`src/rtl/axil_to_irq_adaptor.sv`:
```
// rtl/axil_to_irq_adaptor.sv - AXI4-Lite subordinate driving registered interrupt levels
//
// Purpose: terminates IRQ-notification writes and drives one registered level
// per target. Reads return the current levels.
// Registers (offset from base_addr_p, addr[1:0] ignored):
//   0x0 LEVEL (RW, strobed bytes replace)
//   0x4 SET   (WO, write-1-to-set, reads 0)
//   0x8 CLR   (WO, write-1-to-clear, reads 0)
//   0xC ID    (RO, num_targets_p)
// Ports:
//   clk_i, reset_n_i          clock, asynchronous active-low reset
//   s_axil_aw*/w*/b*          AXI-Lite write address / data / response
//   s_axil_ar*/r*             AXI-Lite read address / data
//   irq_o[num_targets_p]      interrupt levels, straight from flops
module axil_to_irq_adaptor #(
  parameter int axil_data_width_p = 32,
  parameter int axil_addr_width_p = 32,
  parameter logic [axil_addr_width_p-1:0] base_addr_p = '0,
  parameter int num_targets_p = 1
) (
  input  logic                         clk_i,
  input  logic                         reset_n_i,
  input  logic [axil_addr_width_p-1:0] s_axil_awaddr_i,
  input  logic [2:0]                   s_axil_awprot_i,
  input  logic                         s_axil_awvalid_i,
  output logic                         s_axil_awready_o,
  input  logic [31:0]                  s_axil_wdata_i,
  input  logic [3:0]                   s_axil_wstrb_i,
  input  logic                         s_axil_wvalid_i,
  output logic                         s_axil_wready_o,
  output logic [1:0]                   s_axil_bresp_o,
  output logic                         s_axil_bvalid_o,
  input  logic                         s_axil_bready_i,
  input  logic [axil_addr_width_p-1:0] s_axil_araddr_i,
  input  logic [2:0]                   s_axil_arprot_i,
  input  logic                         s_axil_arvalid_i,
  output logic                         s_axil_arready_o,
  output logic [31:0]                  s_axil_rdata_o,
  output logic [1:0]                   s_axil_rresp_o,
  output logic                         s_axil_rvalid_o,
  input  logic                         s_axil_rready_i,
  output logic [num_targets_p-1:0]     irq_o
);

  localparam logic [1:0] resp_okay   = 2'b00;
  localparam logic [1:0] resp_slverr = 2'b10;

  // live_q keeps every ready low while reset is held.
  logic                         live_q, live_d;
  logic                         aw_full_q, aw_full_d;
  logic [axil_addr_width_p-1:0] aw_addr_q, aw_addr_d;
  logic                         w_full_q, w_full_d;
  logic [31:0]                  w_data_q, w_data_d;
  logic [3:0]                   w_strb_q, w_strb_d;
  logic                         bvalid_q, bvalid_d;
  logic [1:0]                   bresp_q, bresp_d;
  logic                         rvalid_q, rvalid_d;
  logic [1:0]                   rresp_q, rresp_d;
  logic [31:0]                  rdata_q, rdata_d;
  logic [num_targets_p-1:0]     irq_q, irq_d;

  logic                         aw_fire, w_fire, ar_fire, commit;
  logic [axil_addr_width_p-1:0] wr_addr, wr_off, rd_off;
  logic [31:0]                  wr_data, wr_bits, level_ext;
  logic [3:0]                   wr_strb;
  logic                         wr_hit, rd_hit;
  logic                         unused_bits;

  assign s_axil_awready_o = live_q && !aw_full_q;
  assign s_axil_wready_o  = live_q && !w_full_q;
  assign s_axil_arready_o = live_q && (!rvalid_q || s_axil_rready_i);
  assign s_axil_bvalid_o  = bvalid_q;
  assign s_axil_bresp_o   = bresp_q;
  assign s_axil_rvalid_o  = rvalid_q;
  assign s_axil_rresp_o   = rresp_q;
  assign s_axil_rdata_o   = rdata_q;
  assign irq_o            = irq_q;

  assign unused_bits = ^{s_axil_awprot_i, s_axil_arprot_i, wr_off[1:0], rd_off[1:0], wr_bits};

  always_comb begin
    live_d    = 1'b1;
    aw_full_d = aw_full_q;
    aw_addr_d = aw_addr_q;
    w_full_d  = w_full_q;
    w_data_d  = w_data_q;
    w_strb_d  = w_strb_q;
    bvalid_d  = bvalid_q;
    bresp_d   = bresp_q;
    rvalid_d  = rvalid_q;
    rresp_d   = rresp_q;
    rdata_d   = rdata_q;
    irq_d     = irq_q;

    aw_fire = s_axil_awvalid_i && s_axil_awready_o;
    w_fire  = s_axil_wvalid_i && s_axil_wready_o;
    ar_fire = s_axil_arvalid_i && s_axil_arready_o;

    // A beat arriving this cycle can commit straight away, giving the
    // one-cycle accept-to-irq latency without waiting for the holding reg.
    wr_addr = aw_full_q ? aw_addr_q : s_axil_awaddr_i;
    wr_data = w_full_q ? w_data_q : s_axil_wdata_i;
    wr_strb = w_full_q ? w_strb_q : s_axil_wstrb_i;
    commit  = (aw_full_q || aw_fire) && (w_full_q || w_fire) &&
              (!bvalid_q || s_axil_bready_i);

    wr_off = wr_addr - base_addr_p;
    wr_hit = (wr_off[axil_addr_width_p-1:4] == '0);
    for (int i = 0; i < 32; i++) begin
      wr_bits[i] = wr_data[i] && wr_strb[i/8];
    end

    level_ext = '0;
    level_ext[num_targets_p-1:0] = irq_q;
    rd_off = s_axil_araddr_i - base_addr_p;
    rd_hit = (rd_off[axil_addr_width_p-1:4] == '0);

    if (aw_fire) begin
      aw_full_d = 1'b1;
      aw_addr_d = s_axil_awaddr_i;
    end
    if (w_fire) begin
      w_full_d = 1'b1;
      w_data_d = s_axil_wdata_i;
      w_strb_d = s_axil_wstrb_i;
    end

    if (commit) begin
      aw_full_d = 1'b0;
      w_full_d  = 1'b0;
      bvalid_d  = 1'b1;
      bresp_d   = wr_hit ? resp_okay : resp_slverr;
      if (wr_hit) begin
        case (wr_off[3:2])
          2'd0:    irq_d = (irq_q & ~wr_mask_n()) | wr_bits[num_targets_p-1:0];
          2'd1:    irq_d = irq_q | wr_bits[num_targets_p-1:0];
          2'd2:    irq_d = irq_q & ~wr_bits[num_targets_p-1:0];
          default: irq_d = irq_q;
        endcase
      end
    end else if (s_axil_bready_i) begin
      bvalid_d = 1'b0;
    end

    // Read sees irq_q, so a read beside a commit returns the pre-write level.
    if (ar_fire) begin
      rvalid_d = 1'b1;
      rresp_d  = rd_hit ? resp_okay : resp_slverr;
      rdata_d  = '0;
      if (rd_hit) begin
        case (rd_off[3:2])
          2'd0:    rdata_d = level_ext;
          2'd3:    rdata_d = 32'(num_targets_p);
          default: rdata_d = '0;
        endcase
      end
    end else if (s_axil_rready_i) begin
      rvalid_d = 1'b0;
    end
  end

  // Byte-lane mask of the strobed bits, limited to implemented targets.
  function automatic logic [num_targets_p-1:0] wr_mask_n();
    logic [num_targets_p-1:0] m;
    for (int i = 0; i < num_targets_p; i++) begin
      m[i] = wr_strb[i/8];
    end
    return m;
  endfunction

  always_ff @(posedge clk_i or negedge reset_n_i) begin
    if (!reset_n_i) begin
      live_q    <= 1'b0;
      aw_full_q <= 1'b0;
      aw_addr_q <= '0;
      w_full_q  <= 1'b0;
      w_data_q  <= '0;
      w_strb_q  <= '0;
      bvalid_q  <= 1'b0;
      bresp_q   <= '0;
      rvalid_q  <= 1'b0;
      rresp_q   <= '0;
      rdata_q   <= '0;
      irq_q     <= '0;
    end else begin
      live_q    <= live_d;
      aw_full_q <= aw_full_d;
      aw_addr_q <= aw_addr_d;
      w_full_q  <= w_full_d;
      w_data_q  <= w_data_d;
      w_strb_q  <= w_strb_d;
      bvalid_q  <= bvalid_d;
      bresp_q   <= bresp_d;
      rvalid_q  <= rvalid_d;
      rresp_q   <= rresp_d;
      rdata_q   <= rdata_d;
      irq_q     <= irq_d;
    end
  end

endmodule

```
`config.mk`:
```
export PLATFORM = sky130hd
export DESIGN_NAME = axil_to_irq_adaptor
export DESIGN_NICKNAME = d
export VERILOG_FILES = /design/src/rtl/axil_to_irq_adaptor.sv
export SDC_FILE = /design/constraint.sdc
export NUM_CORES = 1
export LEC_CHECK = 0
export CORE_UTILIZATION = 35
export DETAILED_ROUTE_END_ITERATION = 12
export PLACE_DENSITY = 0.9
export SLEW_MARGIN = 20
export SYNTH_ARGS = -nofsm -noshare
export SYNTH_HDL_FRONTEND = slang
export SYNTH_SLANG_ARGS = --single-unit
```
`constraint.sdc`:
```
create_clock -name clk_i -period 2.2 [get_ports clk_i]
set_clock_uncertainty 0.1 [all_clocks]
set_input_delay 0.44 -clock clk_i [delete_from_list [all_inputs] [get_ports clk_i]]
set_output_delay 0.44 -clock clk_i [all_outputs]
set_load 0.02 [all_outputs]
```
==> impl_metrics.json, run 1 <==
{
  "period_share_pct": 93.6,
  "yosysTopAreaCell": "dfrtp_1",
  "crit_path_start": "live_q$_DFF_PN0_",
  "dp_hpwl_um": 3470,
  "reg2reg_depth": 5,
  "core_um2": 5890,
  "p_int_mw": 2.07,
  "wirelength_um": 4360,
  "ys_ff_latch": 41,
  "netlist.area_leader.share_pct": 48.3,
  "ys_seq_area_share_pct": 48.3,
  "grt_pass1_wl_um": 7370,
  "status": "finished, final reports clean",
  "seq_area_um2": 1030,
  "netlist_instances": 182,
  "fin_crit_ns": 2.06,
  "clock_power_share_pct": 25.2,
  "drtIter0Drc": 24,
  "power.density_nw_per_um2": 946,
  "n_fill_cell": 543,
  "path_max_fanout": 5,
  "cts.sinks": 41,
  "post-place-ws_ns": -0.213,
  "cp.arrival_ns": 1.52,
  "ios": 155,
  "hold_violations": 0,
  "drive_above_1_share_pct": 20.1,
  "rsz0062_at_grt": "false",
  "rr_startpoint": "aw_addr_q[25]$_DFFE_PN0P_",
  "grt_max_degree": 42,
  "die-area_um2": 6390,
  "synth_area_leaders": "dfrtp_1, mux2_2, buf_4",
  "seqPwrFrac_pct": 44.5,
  "synthToLayoutAreaGrowth_pct": 43.3,
  "rows": 28,
  "drc_errors": 0,
  "postRouteAntennaNets": 0,
  "clockBufferDepth": 2,
  "layout_commonest_cell": "clkdlybuf4s50_1",
  "vdd_ir_drop_max_mv": 0.674,
  "syn-cell-area_um2": 2130,
  "drv_cap": 0,
  "cp-start-kind": "flip-flop",
  "cp-end-kind": "output pin",
  "switchingPower_uw": 815,
  "synth.distinct_cells": 32,
  "postCtsSetupRepairBufs": 0,
  "multiInputGateArea_um2": 937,
  "leakagePower_nw": 1.32,
  "timing.fmax_mhz": 485,
  "cts_tree": "done",
  "setup_ws_ns": 0.140,
  "relSlewSlack_pct": 65.6,
  "cts.clk_slew.worst_paths_ns": 0.08,
  "gp_congestion": 0.765,
  "vias_per_cell": 4.62,
  "diodes": 0,
  "start_util_pct": 36.1,
  "worstPathRequired_ns": 1.66,
  "layout_common_cells": "clkdlybuf4s50_1, dfrtp_1, conb_1",
  "setup_viol": 0,
  "combPwrFrac_pct": 30.4,
  "switching_share_pct": 28.3,
  "regMostFlops": "aw_addr_q",
  "setup_tns_ns": 0,
  "hold_class": "in2async",
  "track_usage_pct": 15.1,
  "cts_inserted_buffers": 5,
  "worstSetupPathType": "reg2out",
  "gr-total-overflow": 0,
  "largest_reg_flops": 30,
  "drv_slew": 0,
  "worst_pin_slew_ns": 0.517,
  "antenna_found_initial": 0,
  "die_y_um": 79.9,
  "yosys_warnings": 0,
  "io_buffers": 77,
  "post-route-util_pct": 51.7,
  "fin_total_pwr_mw": 2.88,
  "grt_pass1_vias": 1608,
  "cts-root-buf": "clkbuf_8",
  "nets": 383,
  "syn_avg_cell_area_um2": 11.7,
  "htreeDepth": 2,
  "vias": 1588,
  "post_drt_wl_per_cell_um": 12.7,
  "clk-insertion-delay-late_ns": 0.29,
  "dr.pass1.iters": 4,
  "dieWidth_um": 79.9
}
## power groups by stage
| stage | clock network, mW | logic (mW) | registers, mW |
|---|---|---|---|
| finish | 0.725 | 0.875 | 1.28 |
| global route | 0.783 | 0.961 | 1.32 |
| CTS | 0.750 | 0.887 | 1.28 |
| detailed placement | 0 | 0.881 | 1.30 |
| global placement | 0 | 0.852 | 1.28 |
| floorplan | 0 | 0.625 | 1.26 |
## critical path, cell delays in order (launching register included)
cell and delay, ns:
dfrtp_1 0.42, nor2b_1 0.19, clkdlybuf4s50_1 0.62
## stage by stage
step	std cells	hold WS (ns)	instance area, um2
finish	344	0.0993	3050
global route	344	0.134	3050
CTS	344	0.109	3040
detailed placement	336	0.394	2900
global placement	336	0.384	2900
floorplan	214	0.0444	2250
## path summary, 6_finish.rpt
path,endpoint,slack (ns)
max,s_axil_wready_o,0.14
min,aw_addr_q[10]$_DFFE_PN0P_,0.1
max reg2reg,irq_o$_DFFE_PN0P_,0.33
min reg2reg,aw_addr_q[23]$_DFFE_PN0P_,0.41
max in group asynchronous,aw_addr_q[25]$_DFFE_PN0P_,1.54
min in group clk_i,aw_addr_q[23]$_DFFE_PN0P_,0.41
## routing by layer
layer / track usage, % / share of wire, % / routed length [um]
met1: 17.2 / 42 / 1820
met2: 27.3 / 52 / 2290
met3: 4.46 / 4.9 / 214
met4: 3.93 / 0.71 / 31
met5: 0 / 0 / 0
## cells in the mapped netlist, drive strengths merged
| cell | n |
|---|---|
| inv | 7 |
| o31ai | 1 |
| o211ai | 1 |
| mux2 | 34 |
| nand2 | 4 |
| nand3 | 1 |
| a21oi | 5 |
| nand2b | 1 |
| nor3 | 3 |
| a22o | 1 |
| conb | 2 |
| o21ai | 2 |
| ha | 2 |
| buf | 36 |
| and2b | 1 |
| nand4 | 5 |
| dfrtp | 41 |
| mux2i | 4 |
| o22ai | 1 |
| nor2b | 1 |
| a21o | 1 |
| nor4 | 18 |
| nor4b | 1 |
| and2 | 1 |
| nor2 | 6 |
| nor3b | 1 |
| or2 | 1 |
## area by class of cell
type	count	share of cell area (%)
sequential	41	33.7
multi-input combinational	130	30.8
timing repair buffer	83	27.1
tap	75	3.08
clock buffer	5	2.26
clock inverter	3	2.26
inverter	7	0.863
## cells by family after synthesis
| family | synth area share, % |
|---|---|
| fa+ha+maj | 1.18 |
| simple gates | 12.5 |
| mux | 19.9 |
| flops | 48.3 |
| other cells | 0.353 |
| compound gates | 4.24 |
| buf+inv | 13.6 |
## timing repair
action                                  4_1_cts  5_1_grt
gates resized for setup                       1        2
gates cloned                                  0        0
hold buffers                                  0        0
endpoints found under the setup margin        1        2
No activity file was read; power rests on OpenSTA's default activity.
==> run 2: changes to the inputs <==
Settings changed: SETUP_SLACK_MARGIN set to 0.5.
==> run 2 against run 1 <==
Compared with the run above: final area is 1.8% higher; largest power group unchanged; critical path depth is 4 higher; clock power hardly changed; worst setup slack better by 0.22 ns.
==> impl_metrics.json, run 2 (same netlist as run 1, synthesis figures left out) <==
{
  "rows": 28,
  "cts.clk_slew.worst_paths_ns": 0.08,
  "nets": 385,
  "wirelength_um": 4570,
  "status": "finished, final reports clean",
  "drtIter0Drc": 24,
  "dp_hpwl_um": 3470,
  "worstSetupPathType": "reg2reg",
  "cp-end-kind": "flip-flop",
  "hold_class": "in2async",
  "cp-start-kind": "flip-flop",
  "reg2reg_to": "irq_o$_DFFE_PN0P_",
  "vias_per_cell": 4.67,
  "drv_slew": 0,
  "rr_startpoint": "aw_full_q$_DFFE_PN0P_",
  "reg2reg_depth": 6,
  "cpPeakStageDelay_ns": 0.45,
  "crit_slowest_cell": "dfrtp_2",
  "antenna_found_initial": 0,
  "die_y_um": 79.9,
  "regMostFlops": "aw_addr_q",
  "dieWidth_um": 79.9,
  "start_util_pct": 36.1,
  "clk-insertion-delay-late_ns": 0.29,
  "setup_tns_ns": 0,
  "fin_total_pwr_mw": 2.96,
  "path_max_fanout": 6,
  "timing.fmax_mhz": 545,
  "cts_inserted_buffers": 5,
  "post-route-cell-area_um2": 3100,
  "cts_tree": "done",
  "cts-root-buf": "clkbuf_8",
  "grt_pass1_wl_um": 7540,
  "drive_above_1_share_pct": 27.7,
  "power.density_nw_per_um2": 954,
  "dr.pass1.iters": 4,
  "track_usage_pct": 15.5,
  "core_um2": 5890,
  "drc_errors": 0,
  "hold_violations": 0,
  "rrSetupSlack_ns": 0.36,
  "largest_reg_flops": 30,
  "leakagePower_nw": 1.39,
  "postRouteAntennaNets": 0,
  "diodes": 0,
  "period_share_pct": 83.4,
  "post_drt_wl_per_cell_um": 13.2,
  "vias": 1615,
  "ios": 155,
  "grt_max_degree": 42,
  "gr-total-overflow": 0,
  "gp_congestion": 0.765,
  "cp.arrival_ns": 1.90,
  "relSlewSlack_pct": 65.5,
  "post-route-util_pct": 52.7,
  "crit_chain": "buf_4, mux2_2, a21o_1, o21ai_1, o31ai_1, mux2_1",
  "htreeDepth": 2,
  "placed_cell_area_um2": 2900,
  "layout_common_cells": "dfrtp_1, clkdlybuf4s50_1, conb_1",
  "cts.sinks": 41,
  "clockBufferDepth": 2,
  "vdd_ir_drop_max_mv": 0.674,
  "rsz0062_at_grt": "true",
  "setup_viol": 0,
  "setup_ws_ns": 0.365,
  "worst_pin_slew_ns": 0.518,
  "post-place-ws_ns": -0.213,
  "drv_cap": 0,
  "grt_pass1_vias": 1632,
  "fin_crit_ns": 1.84,
  "die-area_um2": 6390,
  "synthToLayoutAreaGrowth_pct": 45.9,
  "worstPathRequired_ns": 2.27,
  "io_buffers": 77
}
run 2: cell count changes in the layout (fill, tap and decap cells not counted), sizes merged:
cell and delta:
buf +8, dlygate4sd2 +23, dlymetal6s2s +1, clkdlybuf4s15 +4, clkdlybuf4s50 -34
run 2: worst max-delay path by stage:
stage / startpoint / to / slack, ns
2_1_floorplan: s_axil_awaddr_i[9] / irq_o$_DFFE_PN0P_ / 0.57
3_3_place_gp: s_axil_awaddr_i[25] / irq_o$_DFFE_PN0P_ / -0.14
3_5_place_dp: s_axil_awaddr_i[25] / irq_o$_DFFE_PN0P_ / -0.21
4_1_cts: s_axil_rready_i / s_axil_arready_o / 0.32
5_1_grt: aw_full_q$_DFFE_PN0P_ / irq_o$_DFFE_PN0P_ / 0.31
6_report: aw_full_q$_DFFE_PN0P_ / irq_o$_DFFE_PN0P_ / 0.36
run 2: repair_timing:
action                                 CTS  global route
hold buffers                             0             0
endpoints found under the hold margin    0             0
gates resized for setup                 66            12
pin swaps                               13             7
setup buffers                            0             2
setup endpoints to repair               11             5
run 2: metrics by stage:
step / std cells / hold slack [ns]
after floorplan: 214 / 0.0444
final: 346 / 0.100
after detailed placement: 336 / 0.394
after global routing: 346 / 0.134
after CTS: 344 / 0.109
after global placement: 336 / 0.384
run 2: cell type report:
cell class | count | area [um2]
flip-flops and latches | 41 | 1030
fillers | 536 | 2790
repair buffers | 85 | 796
clock inverters | 3 | 68.8
inverters | 7 | 26.3
well taps | 75 | 93.8
clock buffers | 5 | 68.8
multi-input cells | 130 | 1020
run 2: layer usage:
metal  routed length (um)  vias up  GRT usage (%)  part of all wire (%)
met5                    0        -              0                     0
met3                  200        6           4.46                   4.4
met4                   51        0           4.46                   1.1
met1                 1860      789           17.5                    41
li1                     -      758              -                     -
met2                 2460       62           28.1                    54
run 2: worst max-delay path: cells and delay by family, from the launching register on:
kind | cells | cell delay, ns
mux | 2 | 0.66
flops | 1 | 0.45
compound gates | 3 | 0.36
buf+inv | 1 | 0.15
run 2: power by group:
part	internal [mW]	switching (mW)	total (mW)
sequential	1.09	0.240	1.33
combinational	0.539	0.367	0.906
clock	0.457	0.268	0.725
total	2.08	0.876	2.96
